`config.mk`:
```
export PLATFORM = sky130hd
export DESIGN_NAME = data_plane_rx_fifo
export DESIGN_NICKNAME = d
export VERILOG_FILES = /design/src/rtl/data_plane_rx_fifo.sv
export SDC_FILE = /design/constraint.sdc
export NUM_CORES = 1
export LEC_CHECK = 0
export ABC_AREA = 1
export BUFFER_PORTS_ARGS = -buffer_cell sky130_fd_sc_hd__buf_2
export CAP_MARGIN = 10
export CELL_PAD_IN_SITES_DETAIL_PLACEMENT = 1
export CELL_PAD_IN_SITES_GLOBAL_PLACEMENT = 1
export CORE_MARGIN = 2
export CORE_UTILIZATION = 55
export CTS_BUF_LIST = sky130_fd_sc_hd__clkbuf_4
export DETAILED_ROUTE_END_ITERATION = 10
export PLACE_DENSITY = 0.93
export SLEW_MARGIN = 5
export SYNTH_ARGS = -nofsm -noshare
export SYNTH_HDL_FRONTEND = slang
export SYNTH_SLANG_ARGS = --single-unit
```
`constraint.sdc`:
```
create_clock -name clk -period 6.48 [get_ports clk]
set_input_delay 1.296 -clock clk [delete_from_list [all_inputs] [get_ports clk]]
set_output_delay 1.296 -clock clk [all_outputs]
set_load 0.05 [all_outputs]
```
`src/rtl/data_plane_rx_fifo.sv`:
```
// Data-plane receiver: destination-ID filter, in-order payload FIFO,
// burst counting with idle timeout, and sticky clearable error flags.
module data_plane_rx_fifo #(
  parameter int DATA_W      = 16,
  parameter int ID_W        = 16,
  parameter int DEPTH       = 16,
  parameter int BURST_LEN   = 5,
  parameter int TIMEOUT_CYC = 64
) (
  input  logic                     clk,
  input  logic                     rst,
  input  logic [ID_W-1:0]          node_id,
  input  logic [ID_W+DATA_W-1:0]   rx_packet,
  input  logic                     rx_valid,
  input  logic                     rd_en,
  output logic [DATA_W-1:0]        rd_data,
  output logic                     rd_valid,
  output logic [$clog2(DEPTH):0]   level,
  output logic                     burst_done,
  output logic                     overflow,
  output logic                     timeout_err,
  input  logic                     err_clr
);

  localparam int AW = $clog2(DEPTH);
  localparam int LW = AW + 1;
  localparam int CW = $clog2(BURST_LEN + 1);
  localparam int IW = $clog2(TIMEOUT_CYC + 2);

  typedef enum logic {IDLE, BURST} state_t;

  state_t            state, state_n;
  logic [CW-1:0]     count, count_n;
  logic [IW-1:0]     idle, idle_n;
  logic              done_n;
  logic              abort;

  logic [DATA_W-1:0] mem [DEPTH];
  logic [AW-1:0]     wr_ptr, rd_ptr;

  logic match, full, empty, push, pop, drop;

  assign match = rx_valid &&
                 (rx_packet[ID_W+DATA_W-1:DATA_W] == node_id);
  assign full  = (level == LW'(DEPTH));
  assign empty = (level == '0);
  // A pop frees the slot this cycle, so a full FIFO still accepts a push.
  assign pop   = rd_en && !empty;
  assign push  = match && (!full || pop);
  assign drop  = match && full && !pop;

  // Storage array; contents are don't-care after reset.
  always_ff @(posedge clk) begin
    if (push) mem[wr_ptr] <= rx_packet[DATA_W-1:0];
  end

  // Pointers, occupancy and registered read port.
  always_ff @(posedge clk or posedge rst) begin
    if (rst) begin
      wr_ptr   <= '0;
      rd_ptr   <= '0;
      level    <= '0;
      rd_data  <= '0;
      rd_valid <= 1'b0;
    end else begin
      rd_valid <= pop;
      if (push) wr_ptr <= wr_ptr + 1'b1;
      if (pop) begin
        rd_ptr  <= rd_ptr + 1'b1;
        rd_data <= mem[rd_ptr];
      end
      if (push && !pop)      level <= level + 1'b1;
      else if (pop && !push) level <= level - 1'b1;
    end
  end

  // Burst state, packet count, idle counter and completion pulse.
  always_ff @(posedge clk or posedge rst) begin
    if (rst) begin
      state      <= IDLE;
      count      <= '0;
      idle       <= '0;
      burst_done <= 1'b0;
    end else begin
      state      <= state_n;
      count      <= count_n;
      idle       <= idle_n;
      burst_done <= done_n;
    end
  end

  // Next burst state; dropped packets still count toward the burst.
  always_comb begin
    state_n = state;
    count_n = count;
    idle_n  = idle;
    done_n  = 1'b0;
    abort   = 1'b0;
    unique case (state)
      IDLE: begin
        idle_n = '0;
        if (match) begin
          if (BURST_LEN == 1) begin
            done_n = 1'b1;
          end else begin
            count_n = CW'(1);
            state_n = BURST;
          end
        end
      end
      BURST: begin
        if (match) begin
          idle_n = '0;
          if (count == CW'(BURST_LEN - 1)) begin
            count_n = '0;
            done_n  = 1'b1;
            state_n = IDLE;
          end else begin
            count_n = count + 1'b1;
          end
        end else if (TIMEOUT_CYC != 0) begin
          if (idle == IW'(TIMEOUT_CYC - 1)) begin
            abort   = 1'b1;
            count_n = '0;
            idle_n  = '0;
            state_n = IDLE;
          end else begin
            idle_n = idle + 1'b1;
          end
        end
      end
    endcase
  end

  // Sticky error flags; a set event beats a same-cycle clear.
  always_ff @(posedge clk or posedge rst) begin
    if (rst) begin
      overflow    <= 1'b0;
      timeout_err <= 1'b0;
    end else begin
      if (drop)         overflow <= 1'b1;
      else if (err_clr) overflow <= 1'b0;
      if (abort)        timeout_err <= 1'b1;
      else if (err_clr) timeout_err <= 1'b0;
    end
  end

endmodule

```
### Word level (Yosys, flattened, before mapping)

Memory sizes are Yosys's and may differ from the RTL's. A register that Yosys moved wholly into a read port is not among the register bits.
Index checks and enable logic that the tools add are counted.

| cells by class | value |
|---|---|
| equality and inequality tests | 6 |
| bitwise logic cells | 1 |
| muxes and demuxes | 26 |
| add/sub/neg operators | 6 |
| reduce and logical (&&, ||, !) cells | 17 |

Operators with widths:

| kind | number |
|---|---|
| $eq 16x16->1 | 1 |
| $mux 1 | 15 |
| $mux 7 | 2 |
| $pmux 7 s2 | 1 |
| $mux 3 | 4 |
| $mux 5 | 2 |
| $add 4x1->4 const B | 2 |
| $add 7x1->7 const B | 1 |
| $eq 7x6->1 const B | 1 |
| $logic_and 1x1->1 | 7 |
| $pmux 3 s2 | 1 |
| $reduce_bool 2->1 | 3 |
| $add 5x1->5 const B | 1 |
| $eq 5x5->1 const B | 1 |
| $logic_not 5->1 | 1 |
| $sub 5x1->5 const B | 1 |
| $logic_not 1->1 | 4 |
| $add 3x1->3 const B | 1 |
| $eq 3x3->1 const B | 1 |
| $ne 3x1->1 const B | 1 |
| $ne 2x2->1 const B | 1 |
| $pmux 1 s2 | 1 |
| $reduce_and 2->1 | 1 |
| $logic_or 1x1->1 | 1 |
| $not 1->1 | 1 |

| word-level totals | value |
|---|---|
| output and inout port bits | 25 |
| logic and storage cells | 67 |
| input bits | 53 |
| bits in writable memories | 256 |
| register bits | 28 |
| memories kept | 1 |

Memory list:

| name | depth | width | rd ports | clocked after Yosys merged registers in | wr ports | RTL line | RTL |
|---|---|---|---|---|---|---|---|
| mem | 16 | 16 | 1 | 1 | 1 | 38 | `logic [DATA_W-1:0] mem [DEPTH];` |

### Logic depth before layout (Yosys ltp)

Gate-level depths: netlist (run 1).

| depth | value |
|---|---|
| depth in word-level cells | 9 |
| depth in mapped cells | 20 |

### Worst setup path after synthesis (run 1)

Ideal clock, no wire load.

| path | value |
|---|---|
| kind | input to register |
| from | input node_id[14] |
| to | memory mem[10][0] (enable) |
| library setup time | 0.409 ns |
| data required time | 6.071 ns |
| arrival | 3.267 ns |
| path slack | 2.804 ns |
| buffers on the path | 1 |
| cell stages on the path | 7 |
| cells stage by stage | xnor2_1 > nor2b_1 > nand3_1 > nor2_4 > nand2_4 > buf_6 > nor3_1 |

| on the way | value |
|---|---|
| word-level cells in the longest chain between the ends | 5 |

RTL lines:

| item | RTL line | RTL |
|---|---|---|
| start, declared | 12 | `input logic [ID_W-1:0] node_id,` |
| $eq 16x16->1 | 44 | `(rx_packet[ID_W+DATA_W-1:DATA_W] == node_id);` |
| $logic_and 1x1->1 | 43 | `assign match = rx_valid &&` |
| $logic_and 1x1->1 | 49 | `assign push = match && (!full \|\| pop);` |
| $mux 1 | 54 | `if (push) mem[wr_ptr] <= rx_packet[DATA_W-1:0];` |
| $mux 1 (not written as such) | 54 |  |
| end, declared | 38 |  |

No other way between the ends.

==> out/metrics.cfg, run 1 <==
[global_routing]
antenna_found_initial=3
grt_use_total_pct=34.8
grt-ovfl-total=0
grt_first_pass_wirelength_mm=61.9
grt_max_degree=90
first_global_vias=10700

[clock_tree]
cts_tree=done
cts-buffers-inserted=77
htreeDepth=3
postCtsHoldBufs=0
clk_pin_slew_worst_paths_ns=0.07
clock-sinks=300
root_buffer=clkbuf_4
post-cts-setup-buffers=0
cts_resized=0
clockBufferDepth=3
clk_latency_ns=0.75

[yosys]
synth_fp_nets=1169
yosys.area.top_type_share_pct=61.0
synthCells=1103
ys_ff_latch=300
yosysTopAreaCell=edfxtp_1
yosys-top-cells-area=edfxtp_1 (61%), dfrtp_1 (8.7%), nor2_1 (6.7%)
synth_cell_types=34
yosysWarnings=0
ys_seq_area_share_pct=69.7
synth_area_um2=12600
synth.avg_cell_area_um2=11.4

[die]
io_pins=78
die_y_um=155
die_w_um=155
rows=55
coreArea_um2=22600
die_area_um2=24100
start_util_pct=55.8

[hold_path]
worstHoldStart=rd_data[10]
min_path_type=flip-flop to flip-flop
hold_end=rd_data[10]
hold_path_depth=2

[placement]
dp_worst_setup_slack_ns=2.39
place_area_um2=13300
dp.cells=1430
place.gp.congestion=0.770
port_buffers=77
dp_hpwl_mm=22.0

[routing]
drt_iter0_drc=973
ant_nets=0
routed_wl_mm=40.8
drc=0
vias=9684
wl_per_cell_um=26.0
dr.pass1.iters=5
drt-vias-per-instance=6.17

[setup_path]
worst_setup_path_start_kind=flip-flop
r2r_slack_ns=2.81
arrival_ns=4.29
worstReg2RegEnd=rd_data[2]
r2r-start=rd_ptr[0]
path_max_fanout=69
path_class=flip-flop to flip-flop
max_stage_delay_ns=0.91
crit_chain=clkinv_2 > buf_4 > o21ai_0 > o211ai_1 > nand3_1 > nand2_1 > nand2_1 > nand2_1
r2r_cells=8
critical_path_required_ns=7.10
end_kind=flip-flop
critPathMostFrequentCell=nand2_1
cp_slowest_cell=dfrtp_4

[power_and_ir_drop]
p_leak_uw=0.00546
vdd_drop_max_mv=0.310
p_per_area_nw_per_um2=414

[sta]
worst_pin_slew_ns=1.12
fin_crit_sh_pct=56.7
setup_violations=0
maxSlewViolCount=0
finalSetupTns_ns=0
slew_headroom_pct=25.4
rsz0062_at_grt=no
hold_violations=0
finalWorstSetupSlack_ns=2.81
fmax_ghz=0.272
fin_skew_ns=0.0660
period_needed_ns=3.67

[run_status]
status=complete, no violations

[finish]
fin_area_um2=14300
drive_above_1_share_pct=20.0
stdcell_count=1569
nFillCells=2365
layout_commonest_cell=edfxtp_1
layout_common_cells=edfxtp_1 (256), nor2_1 (223), nand2_1 (157), o21ai_0 (127), clkbuf_4 (122)
syn_to_final_growth_pct=13.8
final_core_util_pct=63.5
nNetsFinal=1290

[job]
cap_viol_max_count=0

worst max-delay path by stage:
stage,from,endpoint,cells past startpoint
4_1_cts,rd_ptr[0],rd_data[8],8
3_5_place_dp,node_id[14],level[4],16
6_report,rd_ptr[0],rd_data[2],8
3_3_place_gp,node_id[14],level[4],17
5_1_grt,rd_ptr[0],rd_data[3],8
2_1_floorplan,node_id[14],mem[10][0],7
flip-flops by register name (all words and copies together), names as in the netlist:
register,flops
rd_data,16
state,1
count,3
rd_valid,1
rd_ptr,4
overflow,1
level,5
idle,7
mem,256
burst_done,1
wr_ptr,4
timeout_err,1
power breakdown:
group	switching [uW]	internal (uW)	total, uW
Combinational	1360	501	1860
Clock	833	861	1690
Sequential	206	2180	2380
Total	2400	3540	5940
metal layers:
metal	track usage [%]	share of wire [%]	vias to the layer above
li1	-	-	4137
met3	8.08	9.7	145
met1	41.2	36	4763
met5	0	0	-
met4	19.4	4.4	0
met2	58.8	50	639
cells in the mapped netlist (all sizes together):
| cell type | n |
|---|---|
| edfxtp | 256 |
| nor2 | 227 |
| nand2 | 158 |
| o21ai | 131 |
| o211ai | 65 |
| inv | 54 |
| nand3 | 50 |
| dfrtp | 44 |
| clkbuf | 35 |
| buf | 22 |
| nor3 | 14 |
| ha | 12 |
| xor2 | 10 |
| a21oi | 5 |
| xnor2 | 5 |
| nand4 | 4 |
| or2 | 3 |
| a21boi | 1 |
| and3 | 1 |
| clkinv | 1 |
| fa | 1 |
| nand3b | 1 |
| nor2b | 1 |
| nor3b | 1 |
| nor4 | 1 |
critical path: cells and delay by family, from the launching register on:
family                 cells  cell delay (ns)
buffers and inverters      2             1.48
flip-flops                 1             0.91
AO/OA/AOI/OAI              2             0.60
AND/OR/NAND/NOR            4             0.42
layout make-up:
| type | instances | area (um2) | share of cell area (%) |
|---|---|---|---|
| tap | 285 | 357 | 2.49 |
| clock inverter | 14 | 85.1 | 0.593 |
| clock buffer | 122 | 916 | 6.39 |
| sequential | 300 | 8800 | 61.3 |
| timing repair buffer | 99 | 551 | 3.84 |
| antenna | 3 | 7.51 | 0.0523 |
| multi-input combinational | 691 | 3420 | 23.9 |
| inverter | 55 | 208 | 1.45 |
per-stage QoR:
| stage | power, uW | hold WS [ns] |
|---|---|---|
| floorplan | 3610 | 0.488 |
| global placement | 4040 | 0.459 |
| detailed placement | 4170 | 0.461 |
| CTS | 5930 | 0.477 |
| global route | 6210 | 0.499 |
| finish | 5940 | 0.470 |
cells by family after synthesis:
group	after synthesis	share of synthesized area (%)
XOR/XNOR	15	1.04
AO/OA/AOI/OAI	202	9.36
AND/OR/NAND/NOR	461	14.8
buffers and inverters	112	3.71
flip-flops	300	69.7
adder cells (fa/ha/maj)	13	1.35
No activity file was read; power rests on OpenSTA's default activity.
==> inputs of run 2 (changes only) <==
--- a/config.mk
+++ b/config.mk
@@ -5,7 +5,7 @@
 export SDC_FILE = /design/constraint.sdc
 export NUM_CORES = 1
 export LEC_CHECK = 0
-export ABC_AREA = 1
+export ABC_AREA = 0
 export BUFFER_PORTS_ARGS = -buffer_cell sky130_fd_sc_hd__buf_2
 export CAP_MARGIN = 10
 export CELL_PAD_IN_SITES_DETAIL_PLACEMENT = 1
@@ -14,7 +14,7 @@
 export CORE_UTILIZATION = 55
 export CTS_BUF_LIST = sky130_fd_sc_hd__clkbuf_4
 export DETAILED_ROUTE_END_ITERATION = 10
-export PLACE_DENSITY = 0.93
+export PLACE_DENSITY = 0.87
 export SLEW_MARGIN = 5
 export SYNTH_ARGS = -nofsm -noshare
 export SYNTH_HDL_FRONTEND = slang
==> constraint.sdc (replaced) <==
create_clock -name clk -period 3.8 [get_ports clk]
set_input_delay 0.76 -clock clk [delete_from_list [all_inputs] [get_ports clk]]
set_output_delay 0.76 -clock clk [all_outputs]
set_load 0.05 [all_outputs]
==> run 2 against run 1 <==
  * Register-to-register slack worse by 2.4 ns
  * Fmax rose by 8.7%
  * Clock power increased by 76%
  * Non-clock buffer count grew 1
  * Cell count is 32% lower
  * Setup slack got worse by 2.4 ns
  * Total power grew 60%
==> out/metrics.cfg, run 2 <==
[setup_path]
r2r_cells=11  ; +3
crit_chain=or4_4 > nor3b_2 > nor4_4 > ha_1 > inv_1 > ha_1 > a21o_1 > a21oi_1 > xnor2_1 > nor2_1 > xor2_1
critical_path_required_ns=4.35  ; -2.75 ns
path_class=flip-flop to flip-flop
critPathMostFrequentCell=ha_1
arrival_ns=3.93  ; -0.36 ns
cp_slowest_cell=or4_4
path_max_fanout=5  ; -93%
end_kind=flip-flop
worst_setup_path_start_kind=flip-flop
max_stage_delay_ns=0.58  ; -0.33 ns
crit_family=simple AND/OR/NAND/NOR gates
cp_num_cells=11  ; +3
path_buf_inv=1  ; -1

[clock_tree]
clk_pin_slew_worst_paths_ns=0.08  ; about the same
clockBufferDepth=3  ; unchanged
clock-sinks=300  ; unchanged
clk_latency_ns=0.68  ; -0.07 ns
cts-buffers-inserted=74  ; -3.9%
postCtsHoldBufs=0  ; unchanged
cts_tree=done
htreeDepth=3  ; unchanged
cts_resized=0  ; unchanged
root_buffer=clkbuf_4
post-cts-setup-buffers=0  ; unchanged

[sta]
setup_violations=0  ; unchanged
hold_violations=0  ; unchanged
fmax_ghz=0.296  ; +8.7%
finalSetupTns_ns=0  ; unchanged
worst_pin_slew_ns=1.02  ; -0.100 ns
slew_headroom_pct=32.0  ; +6.6 points
fin_skew_ns=0.0429  ; -0.0232 ns
rsz0062_at_grt=no
fin_crit_sh_pct=88.9  ; +32 points
maxSlewViolCount=0  ; unchanged
period_needed_ns=3.38  ; -0.295 ns

[yosys]
synthCells=591  ; -46%
synth.avg_cell_area_um2=20.3  ; +77%
synth_edf_count=256  ; unchanged
yosys.area.top_type_share_pct=64.2  ; +3.2 points
synth.most_common_cell=edfxtp_1
synth_area_um2=12000  ; -5.0%
yosysTopAreaCell=edfxtp_1
synth_flop_cell=edfxtp_1
ys_seq_area_share_pct=73.4  ; +3.7 points
yosysWarnings=0  ; unchanged
synth_fp_nets=657  ; -44%
ys_ff_latch=300  ; unchanged
synth_cell_types=46  ; +35%
async_flop_share_pct=14.7  ; unchanged
synthTopCellsByCount=edfxtp_1 (256), mux4_2 (64), dfrtp_1 (44)
yosys-top-cells-area=edfxtp_1 (64%), mux4_2 (12%), dfrtp_1 (9.2%)

[finish]
layout_common_cells=edfxtp_1 (256), clkbuf_4 (116), buf_2 (77), mux4_2 (64), dfrtp_1 (41)
syn_to_final_growth_pct=15.3
stdcell_count=1074  ; -32%
largest_reg_flops=256  ; unchanged
layout_commonest_cell=edfxtp_1
reg_top3=mem: 256 flops, rd_data: 16 flops, idle: 7 flops
nNetsFinal=807  ; -37%
nFillCells=1860  ; -21%
drive_above_1_share_pct=37.7  ; +18 points
regMostFlops=mem

[die]
io_pins=78  ; unchanged
die_area_um2=23000  ; -4.9%
rows=53  ; -3.6%
coreArea_um2=21200  ; -6.0%
die_w_um=152  ; -2.5%
die_y_um=152  ; -2.5%
start_util_pct=56.4  ; +0.59 points

[routing]
dr.pass1.iters=5  ; unchanged
drc=0  ; unchanged
routed_wl_mm=31.7  ; -22%
wl_per_cell_um=29.5  ; +14%
drt_iter0_drc=611  ; -37%
ant_nets=0  ; unchanged
vias=6726  ; -31%
drt-vias-per-instance=6.26  ; +1.5%

[power_and_ir_drop]
p_leak_uw=0.00510  ; -6.6%
vdd_drop_max_mv=0.418  ; +35%
p_per_area_nw_per_um2=688  ; +66%

[global_routing]
grt_first_pass_wirelength_mm=47.3  ; -24%
antenna_found_initial=1  ; -2
grt_use_total_pct=29.4  ; -5.4 points
first_global_vias=7508  ; -30%
grt-ovfl-total=0  ; unchanged
grt_max_degree=53  ; -41%

[hold_path]
min_path_type=input pin to asynchronous set/reset pin

[run_status]
status=complete, no violations

[placement]
dp.cells=940  ; -34%
port_buffers=77  ; unchanged
place.gp.congestion=0.752  ; -2.3%
dp_hpwl_mm=17.5  ; -21%

[job]
cap_viol_max_count=0  ; unchanged

-- run 2: changes by cell type after synthesis, sizes merged, moves of 19 or more --
cell    change
nor2      -223
o211ai     -63
nand3      -46
and3       +19
clkbuf     -30
mux2i      +34
inv        -46
nand2     -147
o21ai     -127
mux4       +64
-- run 2: layout make-up --
cell class                 count  area [um2]  area share, %
sequential                   300        8790           63.7
multi-input combinational    256        3010           21.8
clock buffer                 116         871           6.31
timing repair buffer         100         583           4.22
tap                          275         344           2.49
clock inverter                17         170           1.23
inverter                       9        33.8          0.245
antenna                        1        2.50         0.0181
-- run 2: logic make-up after synthesis --
| group | after synthesis | share of synthesized area [%] |
|---|---|---|
| simple gates | 64 | 3.56 |
| mux | 100 | 15.1 |
| compound gates | 48 | 2.81 |
| flops | 300 | 73.4 |
| fa+ha+maj | 13 | 1.42 |
| xor+xnor | 31 | 2.27 |
| buf+inv | 35 | 1.47 |
-- run 2: power by group --
part           internal [uW]  switching, uW
registers               3710            190
logic                   1100           1520
clock network           1660           1320
total                   6470           3030
-- run 2: worst paths after layout --
| check | from | to | slack, ns |
|---|---|---|---|
| max in group asynchronous | rst | rd_ptr[1] | 2.74 |
| min in group clk | err_clr | timeout_err | 0.42 |
| setup / recovery | level[1] | level[4] | 0.42 |
| hold / removal | rst | level[3] | 0.33 |
| setup reg to reg | level[1] | level[4] | 0.42 |
| hold reg to reg | idle[0] | idle[0] | 0.48 |
-- run 2: through the flow --
stage | hold WS (ns) | instance area [um2] | utilization [%] | power [uW] | setup slack, ns
final | 0.333 | 13800 | 65.1 | 9500 | 0.420
after global routing | 0.369 | 13800 | 65.1 | 9870 | 0.322
after CTS | 0.315 | 13800 | 65.0 | 9580 | 0.468
after detailed placement | 0.466 | 12800 | 60.1 | 6530 | 0.340
after global placement | 0.450 | 12800 | 60.1 | 6370 | 0.554
after floorplan | 0.432 | 12000 | - | 5860 | 0.456
-- run 2: routing by layer --
metal,GRT usage [%],wire length (um)
met1,35.3,11500
met2,50.0,16600
met3,7.19,2450
met4,14.6,1120
met5,0,0
-- run 2: worst register-to-register path: stages, from the launching register on --
cell and delay [ns]:
dfrtp_1 0.46, or4_4 0.59, nor3b_2 0.54, nor4_4 0.08
ha_1 0.27, inv_1 0.16, ha_1 0.31, a21o_1 0.21
a21oi_1 0.22, xnor2_1 0.11, nor2_1 0.14, xor2_1 0.20
==> inputs of run 3 (changes only) <==
--- a/config.mk
+++ b/config.mk
@@ -11,10 +11,9 @@
 export CELL_PAD_IN_SITES_DETAIL_PLACEMENT = 1
 export CELL_PAD_IN_SITES_GLOBAL_PLACEMENT = 1
 export CORE_MARGIN = 2
-export CORE_UTILIZATION = 55
-export CTS_BUF_LIST = sky130_fd_sc_hd__clkbuf_4
+export CORE_UTILIZATION = 53
 export DETAILED_ROUTE_END_ITERATION = 10
-export PLACE_DENSITY = 0.87
+export PLACE_DENSITY = 0.84
 export SLEW_MARGIN = 5
 export SYNTH_ARGS = -nofsm -noshare
 export SYNTH_HDL_FRONTEND = slang
==> run 3 against run 2 <==
  * Via count down 6.4%
  * Sequential cell count unchanged
  * Setup slack better by 0.091 ns
  * Count of clock-buffer cells in the layout down 70
  * Die area up 3.7%
  * Total power up 1.5%
  * Worst hold slack better by 0.099 ns
  * Fmax up 2.8%
  * First-iteration DRC count down 4.7%
  * Critical path depth unchanged
  * Clock power up 5%
  * Largest power group unchanged
==> out/metrics.cfg, run 3 (synthesized netlist as in run 2, its figures left out) <==
[finish]
regMostFlops=mem
layout_common_cells=edfxtp_1 (256), buf_2 (77), mux4_2 (64), dfrtp_1 (41), mux2i_1 (34)
stdcell_count=1004  ; -6.5%
final_core_util_pct=62.9  ; -2.1 points
syn_to_final_growth_pct=15.8
largest_reg_flops=256  ; unchanged
nNetsFinal=764  ; -5.3%
seq_area_um2=8790  ; unchanged
layout_commonest_cell=edfxtp_1
multiInputGateArea_um2=3010  ; unchanged
drive_above_1_share_pct=32.0  ; -5.7 points
nFillCells=1872  ; +0.65%
reg_top3=mem: 256 flops, rd_data: 16 flops, idle: 7 flops

[sta]
fin_skew_ns=0.0372  ; -0.00570 ns
slew_headroom_pct=32.4  ; +0.46 points
worst_pin_slew_ns=1.01  ; -0.00687 ns
finalSetupTns_ns=0  ; unchanged
hold_violations=0  ; unchanged
fmax_ghz=0.304  ; +2.8%
setup_violations=0  ; unchanged
period_needed_ns=3.29  ; -0.0909 ns
fin_crit_sh_pct=86.5  ; -2.4 points
rsz0062_at_grt=no
maxSlewViolCount=0  ; unchanged

[placement]
dp_hpwl_mm=17.1  ; -2.3%
place.gp.congestion=0.774  ; +3.0%
dp.cells=946  ; +0.64%
port_buffers=77  ; unchanged

[routing]
dr.pass1.iters=5  ; unchanged
routed_wl_mm=30.1  ; -5.1%
drt_iter0_drc=582  ; -4.7%
wl_per_cell_um=30.0  ; +1.6%
vias=6295  ; -6.4%
ant_nets=0  ; unchanged
drt-vias-per-instance=6.27  ; +0.12%
drc=0  ; unchanged

[global_routing]
antenna_found_initial=2  ; +1
grt_first_pass_wirelength_mm=45.3  ; -4.2%
grt_max_degree=53  ; unchanged
grt-ovfl-total=0  ; unchanged
first_global_vias=6991  ; -6.9%
grt_use_total_pct=26.1  ; -3.2 points

[setup_path]
path_max_fanout=5  ; unchanged
path_class=flip-flop to flip-flop
arrival_ns=3.72  ; -0.21 ns
worst_setup_path_start_kind=flip-flop
r2r_slack_ns=0.51  ; +0.09 ns
r2r-start=level[1]
r2r_cells=11  ; unchanged
critical_path_required_ns=4.23  ; -0.12 ns
worstReg2RegEnd=level[4]
end_kind=flip-flop

[die]
die_w_um=154  ; +1.8%
rows=54  ; +1.9%
die_area_um2=23800  ; +3.7%
die_y_um=154  ; +1.8%
coreArea_um2=22000  ; +3.8%
start_util_pct=54.4  ; -2.1 points
io_pins=78  ; unchanged

[power_and_ir_drop]
p_per_area_nw_per_um2=696  ; +1.1%
finalPower_uw=9650  ; +1.5%
p_leak_uw=0.00503  ; -1.4%
vdd_drop_max_mv=0.453  ; +8.3%

[clock_tree]
cts_tree=done
postCtsHoldBufs=0  ; unchanged
root_buffer=clkbuf_16
clk_latency_ns=0.59  ; -0.09 ns
post-cts-setup-buffers=0  ; unchanged
htreeDepth=1  ; -2
cts_resized=0  ; unchanged
clk_pin_slew_worst_paths_ns=0.06  ; -0.02 ns
clockBufferDepth=3  ; unchanged
cts-buffers-inserted=30  ; -59%
clock-sinks=300  ; unchanged

[hold_path]
min_path_type=input pin to asynchronous set/reset pin

[job]
cap_viol_max_count=0  ; unchanged

[run_status]
status=complete, no violations

==> run 3: cell count changes in the layout (fill, tap and decap cells not counted), sizes merged <==
cell / delta
buf: +1
bufinv: -1
inv: +1
clkinv: -7
clkbuf: -70
diode: +1
==> run 3: routing by layer <==
layer  GRT usage, %  share of wire [%]  wire length (um)
met3           4.20                6.7              2030
met1           33.9                 37             11200
met4           10.3                3.1               939
met5              0                  0                 0
met2           44.9                 53             15900
==> run 3: worst max path at each step <==
stage	from	endpoint	slack (ns)	cells after the start
floorplan	node_id[2]	level[4]	0.46	13
global placement	node_id[2]	level[4]	0.50	13
detailed placement	node_id[7]	level[4]	0.22	13
CTS	level[1]	level[4]	0.56	11
global route	level[1]	level[4]	0.37	11
finish	level[1]	level[4]	0.51	11
==> run 3: worst max-delay path, cell delays in order, from the launching register on <==
cell	delay, ns
dfrtp_1	0.44
or4_4	0.58
nor3b_2	0.48
nor4_4	0.09
ha_1	0.27
inv_1	0.18
ha_1	0.31
a21o_1	0.20
a21oi_1	0.19
xnor2_1	0.18
nor2_1	0.08
xor2_1	0.15
==> run 3: metrics by stage <==
stage	cell area (um2)	setup WS [ns]	hold WS (ns)
floorplan	12000	0.456	0.432
global placement	12800	0.498	0.451
detailed placement	12800	0.224	0.475
CTS	13900	0.564	0.445
global route	13900	0.372	0.497
finish	13900	0.511	0.432
==> run 3: power by group <==
part           switching (uW)  total, uW  leakage, uW  internal [uW]
Combinational            1430       2540      0.00164           1110
Sequential                258       3970      0.00286           3710
Clock                    1260       3140     0.000530           1870
Total                    2950       9650      0.00503           6700
==> run 3: layout make-up <==
class                           instances  area share, %
Timing Repair Buffer                  101           4.35
Sequential cell                       300           63.4
Multi-Input combinational cell        256           21.7
Antenna cell                            2         0.0361
Inverter                                9          0.244
Tap cell                              280           2.53
Clock buffer                           46           6.64
Clock inverter                         10           1.08
